$ cat src/rtl/distribute_1xn_buf_seq.sv
// distribute_1xn_buf_seq
//   Buffered 1-to-NUM_OUT distribute switch for the distribution NoC tree.
//   Each input packet carries a destination mask (i_cmd) that selects one,
//   several or all output channels. Every output channel has its own FIFO
//   and valid/ready handshake, so a stalled consumer only blocks packets
//   that target it. A multicast is accepted into all its FIFOs in one cycle
//   or not at all.
//
//   Ports
//     clk, rst        clock, synchronous active-high reset
//     i_en            switch enable; low freezes all state
//     i_valid/o_ready input handshake
//     i_data_bus      input payload
//     i_cmd           destination mask, bit k -> channel k
//     o_valid/i_ready per-channel output handshake
//     o_data_bus      channel k at [k*DATA_WIDTH +: DATA_WIDTH], zero when empty
//     o_stall_cnt     saturating count of cycles where a valid input was
//                     refused (only when DISTRIBUTE_STALL_CNT_EN is defined)
//
//   Optional feature macro: DISTRIBUTE_STALL_CNT_EN
module distribute_1xn_buf_seq #(
    parameter int DATA_WIDTH = 32,
    parameter int NUM_OUT    = 4,
    parameter int FIFO_DEPTH = 2,
    parameter int CNT_WIDTH  = 16
) (
    input  logic                          clk,
    input  logic                          rst,
    input  logic                          i_en,
    input  logic                          i_valid,
    output logic                          o_ready,
    input  logic [DATA_WIDTH-1:0]         i_data_bus,
    input  logic [NUM_OUT-1:0]            i_cmd,
    output logic [NUM_OUT-1:0]            o_valid,
    input  logic [NUM_OUT-1:0]            i_ready,
    output logic [NUM_OUT*DATA_WIDTH-1:0] o_data_bus
`ifdef DISTRIBUTE_STALL_CNT_EN
    ,
    output logic [CNT_WIDTH-1:0]          o_stall_cnt
`endif
);

    localparam int CW = $clog2(FIFO_DEPTH + 1);
    localparam int PW = (FIFO_DEPTH > 1) ? $clog2(FIFO_DEPTH) : 1;

    logic [DATA_WIDTH-1:0] mem_q [NUM_OUT][FIFO_DEPTH];
    logic [DATA_WIDTH-1:0] mem_d [NUM_OUT][FIFO_DEPTH];
    logic [CW-1:0]         cnt_q [NUM_OUT];
    logic [CW-1:0]         cnt_d [NUM_OUT];
    logic [PW-1:0]         wr_q  [NUM_OUT];
    logic [PW-1:0]         wr_d  [NUM_OUT];
    logic [PW-1:0]         rd_q  [NUM_OUT];
    logic [PW-1:0]         rd_d  [NUM_OUT];

    logic                  ready;
    logic [NUM_OUT-1:0]    push;
    logic [NUM_OUT-1:0]    pop;

    function automatic logic [PW-1:0] ptr_inc(input logic [PW-1:0] p);
        return (p == PW'(FIFO_DEPTH - 1)) ? '0 : p + 1'b1;
    endfunction

    always_comb begin
        // Ready looks only at registered counts; a same-cycle pop never
        // frees a slot, which keeps the i_ready -> o_ready path cut.
        ready = i_en & ~rst;
        for (int unsigned k = 0; k < NUM_OUT; k++) begin
            if (i_cmd[k] && (cnt_q[k] == CW'(FIFO_DEPTH))) begin
                ready = 1'b0;
            end
        end
    end

    assign o_ready = ready;

    always_comb begin
        mem_d      = mem_q;
        cnt_d      = cnt_q;
        wr_d       = wr_q;
        rd_d       = rd_q;
        push       = '0;
        pop        = '0;
        o_valid    = '0;
        o_data_bus = '0;
        for (int unsigned k = 0; k < NUM_OUT; k++) begin
            o_valid[k] = i_en & ~rst & (cnt_q[k] != '0);
            // Head is shown even while disabled so the data bus holds.
            if (!rst && (cnt_q[k] != '0)) begin
                o_data_bus[k*DATA_WIDTH +: DATA_WIDTH] = mem_q[k][rd_q[k]];
            end
            push[k] = i_valid & ready & i_cmd[k];
            pop[k]  = o_valid[k] & i_ready[k];
            if (push[k]) begin
                mem_d[k][wr_q[k]] = i_data_bus;
                wr_d[k]           = ptr_inc(wr_q[k]);
            end
            if (pop[k]) begin
                rd_d[k] = ptr_inc(rd_q[k]);
            end
            unique case ({push[k], pop[k]})
                2'b10:   cnt_d[k] = cnt_q[k] + 1'b1;
                2'b01:   cnt_d[k] = cnt_q[k] - 1'b1;
                default: cnt_d[k] = cnt_q[k];
            endcase
        end
    end

    always_ff @(posedge clk) begin
        mem_q <= mem_d;
        if (rst) begin
            for (int unsigned k = 0; k < NUM_OUT; k++) begin
                cnt_q[k] <= '0;
                wr_q[k]  <= '0;
                rd_q[k]  <= '0;
            end
        end else begin
            cnt_q <= cnt_d;
            wr_q  <= wr_d;
            rd_q  <= rd_d;
        end
    end

`ifdef DISTRIBUTE_STALL_CNT_EN
    logic [CNT_WIDTH-1:0] stall_q;
    logic [CNT_WIDTH-1:0] stall_d;

    always_comb begin
        stall_d = stall_q;
        if (i_en && i_valid && !ready && (stall_q != '1)) begin
            stall_d = stall_q + 1'b1;
        end
    end

    always_ff @(posedge clk) begin
        if (rst) begin
            stall_q <= '0;
        end else begin
            stall_q <= stall_d;
        end
    end

    assign o_stall_cnt = stall_q;
`endif

endmodule

$ cat config.mk
export PLATFORM = sky130hd
export DESIGN_NAME = distribute_1xn_buf_seq
export DESIGN_NICKNAME = d
export VERILOG_FILES = /design/src/rtl/distribute_1xn_buf_seq.sv
export SDC_FILE = /design/constraint.sdc
export NUM_CORES = 1
export LEC_CHECK = 0
export BUFFER_PORTS_ARGS = -buffer_cell sky130_fd_sc_hd__buf_4
export CAP_MARGIN = 20
export CORE_MARGIN = 2
export CORE_UTILIZATION = 55
export CTS_CLUSTER_SIZE = 20
export DETAILED_ROUTE_END_ITERATION = 10
export GPL_TIMING_DRIVEN = 0
export PLACE_DENSITY = 0.86
export SLEW_MARGIN = 20
export SYNTH_ARGS = -nofsm -noshare
export SYNTH_HDL_FRONTEND = slang
export SYNTH_SLANG_ARGS = --single-unit
$ cat constraint.sdc
create_clock -name clk -period 4.2 [get_ports clk]
set_clock_uncertainty 0.1 [all_clocks]
set_input_delay 0.84 -clock clk [delete_from_list [all_inputs] [get_ports clk]]
set_output_delay 0.84 -clock clk [all_outputs]
set_load 0.02 [all_outputs]
# Word level (Yosys, flattened, before mapping)
# Index checks and enable logic that the tools add are counted.
# op_classes
bitwise_logic	23
n_addsub	16
mux	44
eq_ne	12
n_reduce_logical	21
order_cmp	12
# op_table
operator	n
$mux 32	20
$bwmux 64	4
$demux 32 s1	4
$eq 2x2->1 const B	8
$ge 2x2->1 const B	8
$not 1->2	8
$pmux 2 s2	4
$reduce_bool 2->1	8
$and 1x1->1	14
$logic_and 1x1->1	12
$mux 1	12
$add 1x1->1 const B	8
$add 2x1->2 const B	4
$eq 2x1->1 const B	4
$lt 2x1->1 const B	4
$sub 2x1->2 const B	4
$logic_not 1->1	1
$not 1->1	1
# word_totals
regBits	272
in_bits	44
out_inout_bits	133
word_cells	148

# Longest topological paths before layout
# Gate-level depths: netlist of run 1.
# logic_depth
ltp_word	10
ltp_mapped	8
depth_no_buf	7

# Worst setup path before layout of run 1
# Ideal clock, no wire load.
# synth_path
kind	input -> register
from	input port rst
to	register mem_q[32] in the netlist's numbering, enable pin
setup_time_ns	0.421
path_buffers	0
stages	4
arrival_time_ns	2.736
required_ns	3.679
setup_slack_ns	0.942
path_cell_list	and2b_1 > and4_1 > nand2_4 > nor2_1
# synth_via
elab_chain_cells	8
# synth_rtl
item	line	source
start, declared	28	input logic rst,
$not 1->1	66	ready = i_en & ~rst;
$and 1x1->1	66	
$mux 1 (4 in a row)	68	if (i_cmd[k] && (cnt_q[k] == CW'(FIFO_DEPTH))) begin
$and 1x1->1 (2 in a row)	91	push[k] = i_valid & ready & i_cmd[k];
end signal, assigned	109	mem_q <= mem_d;
end, declared	46	logic [DATA_WIDTH-1:0] mem_q [NUM_OUT][FIFO_DEPTH];
# No other way between the ends.
# A chain may end at the register's enable or synchronous reset.

# Worst setup path in the final report of run 1
# layout_path
from	input port rst
to	output port o_data_bus[52]
# layout_via
elab_chain_cells	3
# layout_rtl
item	line	source
$logic_not 1->1	88	if (!rst && (cnt_q[k] != '0)) begin
$logic_and 1x1->1	88	
$mux 32	88	
end, declared	36	output logic [NUM_OUT*DATA_WIDTH-1:0] o_data_bus
# No other way between the ends.

==> results.md, run 1 <==
* Port-buffer cells at 176
* Power share of the sequential group at a little over half
* CTS tree: built
* P_sw at 1149 µW
* Achievable Freq at 0.3073 GHz
* PD cells at between 400 and 500 mW/mm²
* CTS H-tree lvls at 1
* Post-Syn Nets at 691
* Synth Cell Area at 0.01057 mm²
* Starting Density at between 50% and 60%
* Largest area contributor in the netlist: edfxtp_1
* Crit path time final at 3.254 ns
* Syn. warnings at 0
* Global Route Usage Sum at 23.96%
* Min Hold Slack at 0.4228 ns
* Worst Setup Path Type: in2out
* Largest net degree at the start of global routing at 22
* Clk buf depth at 3
* Via density at around 5.6
* CTS Sinks at 272
* Clk network pwr share at 41.1%
* Initial antenna violation count at 0
* Yosys cell types at 26
* Crit-path max FO at 10
* Wire per inst at 21.92 µm
* CORE AREA at 0.01877 mm²
* I/O pin count at between 150 and 200
* Yosys top cell area share at between 70% and 80%
* Clock root buffer: clkbuf_16
* Detail Route Antenna Nets at 0
* # Post-CTS Setup Buffers at 0
* Share of cells above drive strength 1 at 30.94%
* Switching fraction of total power at approximately 21%
* Grt ovf at 0
* Vias in the first global route at around 6000
* 1st-iter DRT viols at 483
* Internal at approximately 4400 µW
* CP arrival at approximately 2.3 ns
* Mapped Cells at 643
* Period utilisation layout at 77.49%
* Routed wire length at 24400 µm
* Hold buffers post-CTS at 0
* Area added between synthesis and finish at 25.63%
* Syn_area_per_cell at ~16 µm²
* Most frequent cells in the layout: edfxtp_1 (256), buf_4 (176), nor2_1 (140)
* CTS clk-pin slew, worst paths at roughly 0.060 ns
* Combinational share of power at 4.4%
* Endpoints failing setup at 0
* Yosys reg bits at 272
* HPWL Detailed at ~16000 µm
* Slew HR at 54.00%
* Most common cell after layout, fill and taps aside: edfxtp_1
* Req. time, crit path at roughly 3.3 ns
* Pleak at 0.004671 µW
* Clk_lat worst skew at approximately 0.53 ns
* Area contributors post-synth: edfxtp_1 (73%), mux2i_1 (13%), nor2_1 (5.1%)
* Pins Over Slew Limit at 0
* Die H at 142.6 µm
* Register area share after synthesis at 75.77%
* Crit start category: input pin
* Crit. End Element: output pin
* GPL Wtd Cong at between 0.7 and 0.8
* Inserted Clock Buffers at 28
* NumNets Final at 905
* Pre-antenna DRT Iters at 5
* Status: finished, final reports clean
* Drt drc at 0
* Die ar. at 0.02034 mm²
* First-pass GRT wire length at 35630 µm
* Final non-filler cell total at 1113
* Setup_tns at 0 ns
* Peak VDD IR at a little over 400 µV
* Worst Max-Slew Pin Slew at about 0.69 ns
* Placed instance count at 1061
* RSZ-0062 raised after global routing: no
* Hold Path Class: reg2reg
* Core Util, Final at a little over 70%
* Max_cap viols at 0
* Die width at 142.6 µm
* Final hold violation count at 0
* Num rows at 50
* Vias at 6206
* Post_cts resized at 0
* Inserted Diodes at 0
[layer usage]
layer  global-route usage (%)  vias up  part of all wire (%)  wire [µm]
met5                        0        -                     0          0
met4                    5.472        0                   2.0        480
met3                    4.628       36                   7.8       1913
met2                    40.81      270                    50      12090
met1                    32.39     3096                    41       9910
li1                         -     2804                     -          -
[state kept, by name, indices dropped and copies added (netlist names)]
signal  flops
wr_q        4
cnt_q       8
mem_q     256
rd_q        4
[power by group through the flow]
stage          registers, µW  logic [µW]  clock network (µW)
6_report                3010         243                2270
5_1_grt                 3010         260                2410
4_1_cts                 3010         244                2300
3_5_place_dp            3070         243                   0
3_3_place_gp            3070         227                   0
2_1_floorplan           3070         105                   0
[cell type report]
| cell class | instances | area, µm² |
|---|---|---|
| plain buffers | 31 | 165.2 |
| clock buffers | 31 | 711.9 |
| fillers | 1197 | 5490 |
| inverters | 5 | 18.77 |
| well taps | 234 | 292.8 |
| multi-input cells | 335 | 2412 |
| clock inverters | 21 | 142.6 |
| repair buffers | 184 | 1526 |
| flip-flops and latches | 272 | 8008 |
[through the flow]
stage | power (µW) | worst slack [ns] | area, µm²
floorplan | 3175 | 0.9424 | 10570
global placement | 3297 | -0.4900 | 12180
detailed placement | 3314 | 0.9704 | 12420
CTS | 5556 | 0.9728 | 13280
global route | 5684 | 0.8448 | 13280
finish | 5526 | 0.9455 | 13280
[logic make-up (layout without fill, tap and decap cells)]
logic type,after synthesis,after routing,synth area share (%)
simple gates,175,175,7.541
mux,132,132,12.50
buf+inv,36,272,1.740
compound gates,12,12,0.9826
xor+xnor,12,12,0.9944
flops,272,272,75.77
fa+ha+maj,4,4,0.4736
[critical path, stage by stage]
cell,delay (ns)
buf_4,0.10
buf_2,0.21
o21bai_4,0.19
clkbuf_1,0.56
nor2_1,0.20
buf_4,0.21
[Yosys cell counts, drive strengths merged]
library cell	count
o21bai	4
inv	5
nand3b	4
o21ai	4
nor3	4
xnor2	8
nor2	144
mux2i	132
buf	27
and3	6
edfxtp	256
nand2	4
nand2b	4
dfxtp	16
a21oi	4
and2b	1
or3	4
and4	4
ha	4
xor2	4
clkbuf	4
[path summary, 6_finish.rpt]
check | start | end | slack, ns | cells after the start
worst max-delay path | rst | o_data_bus[52] | 0.95 | 6
worst min-delay path | cnt_q[7] | cnt_q[7] | 0.42 | 2
worst min register to register | cnt_q[7] | cnt_q[7] | 0.42 | 2
worst max register to register | cnt_q[4] | mem_q[100] | 2.00 | 5
No activity file was read; power rests on OpenSTA's default activity.
==> run 2, diff against run 1 <==
CORE_UTILIZATION = 50   (was 55)
PLACE_DENSITY = 0.83   (was 0.86)
clock period = 2.9 ns   (was 4.2 ns; I/O delays follow)
==> run 2 against run 1 <==
Against the previous run:
- combinational power rose by 45%
- cell area is essentially flat
- global-route usage decreased by 2.2 points
- clock-buffer cell count is 6 higher
- first-iteration DRC count down 9.1%
- via count down 2.6%
- final cell count increased by 3.2%
- critical path type is now reg2out
- largest power group unchanged
- highest routed layer unchanged
==> results.md, run 2 (synthesis gave the netlist of run 1 again) <==
* Status: finished, final reports clean (unchanged)
* CP arrival at 2.07 ns (was 2.31 ns)
* Clk buf depth at 3 (unchanged)
* Inserted Clock Buffers at 26 (was 28)
* Area added between synthesis and finish at 25.52% (was 25.63%)
* Vias in the first global route at 6129 (was 6061)
* Top flop regs: mem_q: 256 flops, cnt_q: 8 flops (unchanged)
* Placed instance count at 1102 (was 1061)
* Most common cell after layout, fill and taps aside: edfxtp_1 (unchanged)
* Hold Path Class: in2reg (was reg2reg)
* Final hold violation count at 0 (unchanged)
* Crit-path max FO at 10 (unchanged)
* CTS H-tree lvls at 1 (unchanged)
* Slew HR at 52.07% (was 54.00%)
* Initial antenna violation count at 0 (unchanged)
* Critical Path Max Stage Delay at 0.58 ns (was 0.56 ns)
* # Post-CTS Setup Buffers at 0 (unchanged)
* RSZ-0062 raised after global routing: no (unchanged)
* Port-buffer cells at 176 (unchanged)
* HPWL Detailed at 16240 µm (was 16490 µm)
* Met2 wire len at 12370 µm (was 12090 µm)
* Biggest register: mem_q (unchanged)
* Pleak at 0.004637 µW (was 0.004671 µW)
* CTS Sinks at 272 (unchanged)
* Vias at 6044 (was 6206)
* Wire per inst at 21.19 µm (was 21.92 µm)
* I/O pin count at 177 (unchanged)
* M1 WL at 9779 µm (was 9910 µm)
* Critical-path cell list: o21bai_4 -> clkbuf_1 -> nor2_1 -> buf_4 (was buf_4 -> buf_2 -> o21bai_4 -> clkbuf_1 -> nor2_1 -> buf_4)
* Worst Setup Path Type: reg2out (was in2out)
* Req. time, crit path at 2.22 ns (was 3.26 ns)
* Global Route Usage Sum at 21.72% (was 23.96%)
* Most frequent cells in the layout: edfxtp_1 (256), buf_4 (176), nor2_1 (140) (unchanged)
* Starting Density at 50.60% (was 56.31%)
* Worst path slowest cell: clkbuf_1 (unchanged)
* PD cells at 589.6 mW/mm² (was 416.1 mW/mm²)
* CP top delay family: buffers and inverters (unchanged)
* Worst Max-Slew Pin Slew at 0.7189 ns (was 0.6900 ns)
* Die H at 149.4 µm (was 142.6 µm)
* Largest net degree at the start of global routing at 21 (was 22)
* Fin worst setup slack at 0.1544 ns (was 0.9455 ns)
* Max layer used: met4 (unchanged)
* CORE AREA at 0.02089 mm² (was 0.01877 mm²)
* Clk_lat worst skew at 0.53 ns (about the same)
* CTS clk-pin slew, worst paths at 0.06 ns (about the same)
* Max_cap viols at 0 (unchanged)
* Crit start category: register (was input pin)
* Place WS at 0.2387 ns (was 0.9704 ns)
* Period utilisation layout at a little over nine tenths
* Final non-filler cell total at 1149 (was 1113)
* Inserted Diodes at 0 (unchanged)
* First-pass GRT wire length at 35290 µm (was 35630 µm)
* Min Hold Slack at 0.1960 ns (was 0.4228 ns)
* GPL Wtd Cong at 0.7894 (was 0.7671)
* Crit. End Element: output pin (unchanged)
* Pre-antenna DRT Iters at 5 (unchanged)
* Endpoints failing setup at 0 (unchanged)
* Detail Route Antenna Nets at 0 (unchanged)
* Drt drc at 0 (unchanged)
* CTS tree: built (unchanged)
* Max reg flops at 256 (unchanged)
* Share of cells above drive strength 1 at 30.66% (was 30.94%)
* Die ar. at 0.02232 mm² (was 0.02034 mm²)
* Via density at 5.260 (was 5.576)
* Peak VDD IR at 578.2 µV (was 409.9 µV)
* Die width at 149.4 µm (was 142.6 µm)
* Hold buffers post-CTS at 0 (unchanged)
* Grt ovf at 0 (unchanged)
* Pins Over Slew Limit at 0 (unchanged)
* Num rows at 53 (was 50)
* Achievable Freq at between 0.3 and 0.4 GHz
* Clock root buffer: clkbuf_16 (unchanged)
* Wire length on met3 at 1594 µm (was 1913 µm)
* Routed wire length at 24350 µm (was 24400 µm)
* 1st-iter DRT viols at 439 (was 483)
* Crit path time final at 2.746 ns
* Setup_tns at 0 ns (unchanged)
* WP buf/inv at 2 (was 4)
* NumNets Final at 903 (was 905)
[run 2: metal layers]
| layer | vias up | track usage (%) |
|---|---|---|
| met5 | - | 0 |
| met4 | 0 | 6.476 |
| met3 | 44 | 3.792 |
| met2 | 222 | 38.07 |
| met1 | 2986 | 27.77 |
| li1 | 2792 | - |
[run 2: layout make-up]
| cell class | count | area (µm²) |
|---|---|---|
| fill | 1470 | 7622 |
| sequential | 272 | 8008 |
| tap | 275 | 344.1 |
| clock inverter | 10 | 47.55 |
| multi-input combinational | 335 | 2416 |
| buffer | 31 | 165.2 |
| inverter | 5 | 18.77 |
| timing repair buffer | 184 | 1534 |
| clock buffer | 37 | 733.2 |
[run 2: path summary, 6_finish.rpt]
kind / start / end / slack (ns) / depth (start not counted)
max: cnt_q[3] / o_data_bus[77] / 0.15 / 4
min: i_data_bus[19] / mem_q[83] / 0.20 / 1
max reg2reg: cnt_q[4] / mem_q[235] / 0.68 / 5
min reg2reg: wr_q[2] / wr_q[2] / 0.42 / 1
[run 2: power breakdown]
| group | total, µW | internal (µW) | switching, µW |
|---|---|---|---|
| clock network | 3110 | 1750 | 1360 |
| logic | 352 | 135 | 218 |
| registers | 4360 | 4340 | 18.9 |
[run 2: what timing repair did]
| action | 4_1_cts | 5_1_grt |
|---|---|---|
| resized for setup | 0 | 1 |
| endpoints found under the setup margin | 0 | 9 |
| endpoints found under the hold margin | 0 | 0 |
[run 2: stage by stage]
step / instance area [µm²] / util (%) / total power (µW)
floorplan: 10580 / - / 4598
global placement: 12240 / 58.62 / 4775
detailed placement: 12480 / 59.75 / 4799
CTS: 13260 / 63.49 / 7863
global route: 13270 / 63.51 / 8060
finish: 13270 / 63.51 / 7822
